<file path="src/rtl/aes_req_ctrl.sv">
// -----------------------------------------------------------------------------
// aes_req_ctrl
//
// Initiator-side controller for a single-block AES encryption core that uses
// an ld/done handshake. One request at a time is accepted from the tile side,
// its key and plaintext are latched and presented to the core, a one-cycle
// load strobe is issued, and the controller waits for the core's done pulse.
// The ciphertext captured in that cycle is then offered on the output stream
// together with the tag of the request that produced it.
//
// Handshake rules (both streams): a transfer happens in a cycle where valid
// and ready are both high at the rising edge of sys_clk. A producer holds
// valid and its payload stable until the transfer; ready may change freely.
//
// Optional feature (compile-time macro AES_DONE_TIMEOUT_EN):
//   defined   : a wait counter bounds the time spent waiting for aes_done.
//               After TIMEOUT_CYC WAIT cycles without done, the request is
//               dropped, err_timeout is set (sticky) and the FSM returns to
//               IDLE. A done in the expiry cycle still wins.
//   undefined : WAIT lasts until aes_done; err_timeout is tied low and
//               err_clr has no effect.
//
// Parameters:
//   TAG_W        width of the opaque request tag
//   CNT_W        width of the completed-block counter
//   TIMEOUT_CYC  WAIT cycles before abort (optional feature only)
//
// Ports:
//   sys_clk, sys_rst_n            clock, synchronous active-low reset
//   in_valid/in_ready             request stream handshake
//   in_key, in_text, in_tag       request payload
//   out_valid/out_ready           result stream handshake
//   out_text, out_tag             result payload
//   aes_ld                        one-cycle load strobe to the core
//   aes_key, aes_text_in          operands to the core (change only on accept)
//   aes_done, aes_text_out        core completion pulse and result
//   busy                          high whenever the FSM is not IDLE
//   blk_cnt                       count of completed output handshakes (wraps)
//   err_timeout, err_clr          sticky timeout flag and its clear
// -----------------------------------------------------------------------------
module aes_req_ctrl #(
    parameter int TAG_W       = 4,
    parameter int CNT_W       = 16,
    parameter int TIMEOUT_CYC = 64
) (
    input  logic             sys_clk,
    input  logic             sys_rst_n,
    // request stream
    input  logic             in_valid,
    output logic             in_ready,
    input  logic [0:127]     in_key,
    input  logic [0:127]     in_text,
    input  logic [TAG_W-1:0] in_tag,
    // result stream
    output logic             out_valid,
    input  logic             out_ready,
    output logic [0:127]     out_text,
    output logic [TAG_W-1:0] out_tag,
    // AES core side
    output logic             aes_ld,
    output logic [0:127]     aes_key,
    output logic [0:127]     aes_text_in,
    input  logic             aes_done,
    input  logic [0:127]     aes_text_out,
    // status
    output logic             busy,
    output logic [CNT_W-1:0] blk_cnt,
    output logic             err_timeout,
    input  logic             err_clr
);

    typedef enum logic [1:0] {
        S_IDLE = 2'd0,
        S_LOAD = 2'd1,
        S_WAIT = 2'd2,
        S_HOLD = 2'd3
    } state_t;

    state_t           r_state;
    logic             r_in_ready;
    logic             r_out_valid;
    logic             r_aes_ld;
    logic             r_busy;
    logic [0:127]     r_aes_key;
    logic [0:127]     r_aes_text;
    logic [0:127]     r_out_text;
    logic [TAG_W-1:0] r_tag;
    logic [TAG_W-1:0] r_out_tag;
    logic [CNT_W-1:0] r_blk_cnt;

    logic             w_in_fire;
    logic             w_out_fire;

    // r_in_ready is only ever high in IDLE, so an accept implies IDLE.
    assign w_in_fire  = in_valid & r_in_ready;
    assign w_out_fire = r_out_valid & out_ready;

`ifdef AES_DONE_TIMEOUT_EN
    // The counter runs 0 .. TIMEOUT_CYC-1, one value per WAIT cycle.
    localparam int TMO_W = (TIMEOUT_CYC > 1) ? $clog2(TIMEOUT_CYC) : 1;
    localparam logic [TMO_W-1:0] TMO_LAST = TMO_W'(TIMEOUT_CYC - 1);

    logic [TMO_W-1:0] r_wait_cnt;
    logic             r_err_timeout;
    logic             w_tmo_hit;

    // Expiry only counts when done is absent; done in the same cycle wins.
    assign w_tmo_hit = (r_state == S_WAIT) && !aes_done && (r_wait_cnt == TMO_LAST);
`endif

    // -------------------------------------------------------------------------
    // Main FSM. All outputs are registered alongside the state so that each
    // output changes in the same edge as the state transition that implies it.
    // -------------------------------------------------------------------------
    always_ff @(posedge sys_clk) begin
        if (!sys_rst_n) begin
            r_state     <= S_IDLE;
            r_in_ready  <= 1'b0;
            r_out_valid <= 1'b0;
            r_aes_ld    <= 1'b0;
            r_busy      <= 1'b0;
            r_aes_key   <= '0;
            r_aes_text  <= '0;
            r_out_text  <= '0;
            r_tag       <= '0;
            r_out_tag   <= '0;
            r_blk_cnt   <= '0;
`ifdef AES_DONE_TIMEOUT_EN
            r_wait_cnt    <= '0;
            r_err_timeout <= 1'b0;
`endif
        end else begin
            // The strobe is set only on the accept edge, so it is high for
            // exactly the LOAD cycle and low everywhere else.
            r_aes_ld <= 1'b0;

`ifdef AES_DONE_TIMEOUT_EN
            // Set has priority over a simultaneous clear.
            if (w_tmo_hit) begin
                r_err_timeout <= 1'b1;
            end else if (err_clr) begin
                r_err_timeout <= 1'b0;
            end
`endif

            case (r_state)
                S_IDLE: begin
                    // Also covers the first cycle after reset release.
                    r_in_ready <= 1'b1;
                    if (w_in_fire) begin
                        r_aes_key  <= in_key;
                        r_aes_text <= in_text;
                        r_tag      <= in_tag;
                        r_in_ready <= 1'b0;
                        r_aes_ld   <= 1'b1;
                        r_busy     <= 1'b1;
                        r_state    <= S_LOAD;
                    end
                end

                S_LOAD: begin
                    r_state <= S_WAIT;
`ifdef AES_DONE_TIMEOUT_EN
                    r_wait_cnt <= '0;
`endif
                end

                S_WAIT: begin
                    if (aes_done) begin
                        r_out_text  <= aes_text_out;
                        r_out_tag   <= r_tag;
                        r_out_valid <= 1'b1;
                        r_state     <= S_HOLD;
                    end
`ifdef AES_DONE_TIMEOUT_EN
                    else if (r_wait_cnt == TMO_LAST) begin
                        // Abandon the block: no output, counter untouched.
                        r_busy     <= 1'b0;
                        r_in_ready <= 1'b1;
                        r_state    <= S_IDLE;
                    end else begin
                        r_wait_cnt <= r_wait_cnt + TMO_W'(1);
                    end
`endif
                end

                S_HOLD: begin
                    if (w_out_fire) begin
                        r_out_valid <= 1'b0;
                        r_blk_cnt   <= r_blk_cnt + CNT_W'(1);
                        r_busy      <= 1'b0;
                        // Ready rises on the handshake edge so the next
                        // request can be taken in the very next cycle.
                        r_in_ready  <= 1'b1;
                        r_state     <= S_IDLE;
                    end
                end

                default: begin
                    r_out_valid <= 1'b0;
                    r_busy      <= 1'b0;
                    r_in_ready  <= 1'b0;
                    r_state     <= S_IDLE;
                end
            endcase
        end
    end

    // -------------------------------------------------------------------------
    // Output mapping
    // -------------------------------------------------------------------------
    assign in_ready    = r_in_ready;
    assign out_valid   = r_out_valid;
    assign out_text    = r_out_text;
    assign out_tag     = r_out_tag;
    assign aes_ld      = r_aes_ld;
    assign aes_key     = r_aes_key;
    assign aes_text_in = r_aes_text;
    assign busy        = r_busy;
    assign blk_cnt     = r_blk_cnt;

`ifdef AES_DONE_TIMEOUT_EN
    assign err_timeout = r_err_timeout;
`else
    // Without the timeout there is nothing to flag; the clear input and the
    // timeout parameter are intentionally left without effect.
    logic w_unused_tmo;
    assign w_unused_tmo = err_clr | (TIMEOUT_CYC < 0);
    assign err_timeout  = 1'b0;
`endif

endmodule

</file>
<file path="config.mk">
export PLATFORM = sky130hd
export DESIGN_NAME = aes_req_ctrl
export DESIGN_NICKNAME = d
export VERILOG_FILES = /design/src/rtl/aes_req_ctrl.sv
export SDC_FILE = /design/constraint.sdc
export NUM_CORES = 1
export LEC_CHECK = 0
export ABC_AREA = 1
export CORE_AREA = 2 2 313 315
export DETAILED_ROUTE_END_ITERATION = 6
export DIE_AREA = 0 0 315 317
export PLACE_DENSITY = 0.41
export SLEW_MARGIN = 15
export SYNTH_ARGS = -nofsm -noshare
export SYNTH_HDL_FRONTEND = slang
export SYNTH_SLANG_ARGS = --single-unit
</file>
<file path="constraint.sdc">
create_clock -name sys_clk -period 1.6 [get_ports sys_clk]
set_input_delay 0.32 -clock sys_clk [delete_from_list [all_inputs] [get_ports sys_clk]]
set_output_delay 0.32 -clock sys_clk [all_outputs]
set_load 0.05 [all_outputs]
</file>
==> results.md, run 1 <==
* Reg clk slew, reported paths at roughly 0.06 ns
* Pre-CTS setup slack at -0.2733 ns
* Pwr/cell area at around 1500 nW/um2
* Final setup violation count at 0
* Initial antenna violation count at 6
* First-pass GRT wire length at roughly 96000 um
* FF-to-FF Start: r_state[0]
* Register bit total from synthesis at around 410
* Drt pass-1 iters at 6
* Synthesized Nets at ~2300
* CTS tree: done
* CP Class: flip-flop to output port
* Routed WL per cell at roughly 17 um
* Post-Syn Area at 14550 um2
* WP data required at about 1.3 ns
* DP Wirelength at between 50000 and 60000 um
* Pins over their slew limit at 0
* Worst R2R End: out_text[102]
* Fin crit share at approximately 96%
* RSZ-0062 raised after global routing: yes
* H-Tree Depth at 2
* Avg Cell Area, Syn at 7.789 um2
* Die area at between 90000 and 100000 um2
* Clock Path Buffers at 3
* Final Hold Fails at 0
* Vias per cell at ~3.7
* # rows at roughly 110
* Critical Path Start: in_ready
* CTS Hold Buffers Added at 0
* Placer Congestion at roughly 0.77
* Clock tree root buffer cell: clkbuf_16
* PortBufs at 800
* Startpoint types: flip-flop
* Post-synth cell types at 22
* R2R setup slack at approximately 0.090 ns
* DIE HEIGHT at about 320 um
* Status: completed
* Final min period at between 1.5 and 2 ns
* Mapped Cells at between 1500 and 2000
* Core Footprint at 96280 um2
* Global Route Usage Sum at 12.56%
* Largest net degree at the start of global routing at 52
* Fmax at approximately 650 MHz
* Initial Utilization at 15.11%
* Vias in the first global route at ~15000
* Most frequent cells in the layout: 564 x nand2_1, 447 x buf_4, 394 x dfxtp_1
* Peak supply drop at 0.7560 mV
* Net count, final at 3102
* DRC violations left at 0
* Max cap viols at 0
* Fin Clk Skew at 0.01657 ns
* Min-delay worst type: primary input to flip-flop
* Max FO, Critical Path at 2
* Sequential fraction of the synthesis area at 56.96%
* Cell Count Post-Placement at slightly below 4000
* Clk_lat worst skew at about 0.62 ns
* Reg2reg path depth at 7
* Clock sinks at a little over 400
* Final cell count without fillers at 4024
* Crit. End Element: output port
* Area Overhead vs Synth at 79.64%
* Worst setup path end: in_ready
* Post-route ant nets at 0
* Synthesis Warnings at 0
* Vias post-DR at ~15000
* Lkg Pwr at 0.01027 uW
* Number of buffers created by CTS at 52
* Initial DRC Count at between 700 and 800
* I/O pins at 803
* Fraction of layout cells with a size suffix above 1 at between 20% and 30%
* Routed wire length at about 67000 um
* Worst path arrival time at around 1.2 ns
* Most common cell after layout, fill and taps aside: nand2_1
* Overflow after GRT at 0
* DIE WIDTH at around 320 um
* Crit path setup slack, layout at between 0.06 and 0.07 ns
==> critical path, cell delays in order (launching register included) <==
cell and delay (ns):
dfxtp_2 0.33, buf_6 0.11, buf_12 0.15
==> layout make-up <==
cell class / instances / area, um2
tap: 1276 / 1597
clock inverter: 21 / 266.5
antenna: 2 / 5.005
fill: 10650 / 70140
clock buffer: 76 / 1573
multi-input combinational: 1298 / 5570
timing repair buffer: 912 / 8702
inverter: 25 / 111.4
sequential: 414 / 8313
==> synth_stat cells, drive strengths merged <==
cell type	instances	area share [%]
ha	5	0.43
conb	1	0.026
a21oi	271	9.6
and2	1	0.043
buf	70	2.9
nor3	2	0.069
nor3b	1	0.052
nand4	2	0.086
dfxtp	414	57
o211ai	2	0.10
clkbuf	61	1.6
nor2	295	7.7
nand3	10	0.34
inv	25	0.64
nand2	566	15
o21ai	142	4.9
==> worst min path at each step <==
| stage | slack [ns] | start | cells after the start | endpoint |
|---|---|---|---|---|
| after CTS | 0.13 | sys_rst_n | 3 | blk_cnt[1] |
| after detailed placement | 0.46 | aes_text_in[50] | 2 | aes_text_in[50] |
| after floorplan | 0.44 | r_tag[0] | 2 | r_tag[0] |
| after global placement | 0.45 | r_tag[2] | 2 | r_tag[2] |
| after global routing | 0.16 | sys_rst_n | 3 | blk_cnt[1] |
| final | 0.18 | sys_rst_n | 3 | blk_cnt[1] |
==> cells by family after synthesis <==
logic type	count (synthesis)	synth area share [%]
DFF	414	56.96
and+or+nand+nor	877	22.91
adders and majority gates	5	0.4300
buffers and inverters	156	5.108
other	1	0.02577
AOI/OAI and AO/OA	415	14.57
==> registers in the layout, indices dropped and copies added (netlist names) <==
signal	flops
blk_cnt	16
r_state	2
r_tag	4
busy	1
aes_key	128
out_text	128
aes_ld	1
out_tag	4
out_valid	1
in_ready	1
aes_text_in	128
==> per-stage QoR <==
| stage | power (uW) | TNS (ns) | area (um2) | util [%] | hold slack [ns] |
|---|---|---|---|---|---|
| 5_1_grt | 41690 | -0.3424 | 26140 | 27.14 | 0.1561 |
| 6_report | 39590 | 0 | 26140 | 27.15 | 0.1841 |
| 3_3_place_gp | 27190 | -61.30 | 24150 | 25.09 | 0.4524 |
| 3_5_place_dp | 27190 | -65.33 | 24150 | 25.09 | 0.4554 |
| 2_1_floorplan | 21230 | 0 | 14550 | - | 0.4422 |
| 4_1_cts | 40290 | -0.05668 | 26070 | 27.07 | 0.1317 |
==> power by group <==
part / switching, uW / internal (uW)
Sequential: 823 / 11800
Combinational: 9270 / 5010
Clock: 4940 / 7760
Total: 15000 / 24600
==> layer usage <==
metal | global-route usage (%) | part of all wire (%) | up-vias
li1 | - | - | 7667
met1 | 13.83 | 38 | 6803
met2 | 22.42 | 51 | 479
met3 | 4.976 | 8.9 | 81
met4 | 3.193 | 2.0 | 2
met5 | 0 | 0.016 | -
==> repair_timing <==
| action | 4_1_cts | 5_1_grt |
|---|---|---|
| setup buffers | 3 | 1 |
| hold endpoints to repair | 0 | 0 |
| pin swaps | 0 | 1 |
| cloned | 0 | 1 |
| resized for setup | 24 | 21 |
| setup endpoints to repair | 100 | 147 |
Power figures use the tool's default switching activity.
==> run 2, diff against run 1 <==
--- a/config.mk
+++ b/config.mk
@@ -6,6 +6,7 @@
 export NUM_CORES = 1
 export LEC_CHECK = 0
 export ABC_AREA = 1
+export ABC_CLOCK_PERIOD_IN_PS = 1600
 export CORE_AREA = 2 2 313 315
 export DETAILED_ROUTE_END_ITERATION = 6
 export DIE_AREA = 0 0 315 317
==> results of run 2 <==
Final layout, timing and power as in run 1 (identical DEF).
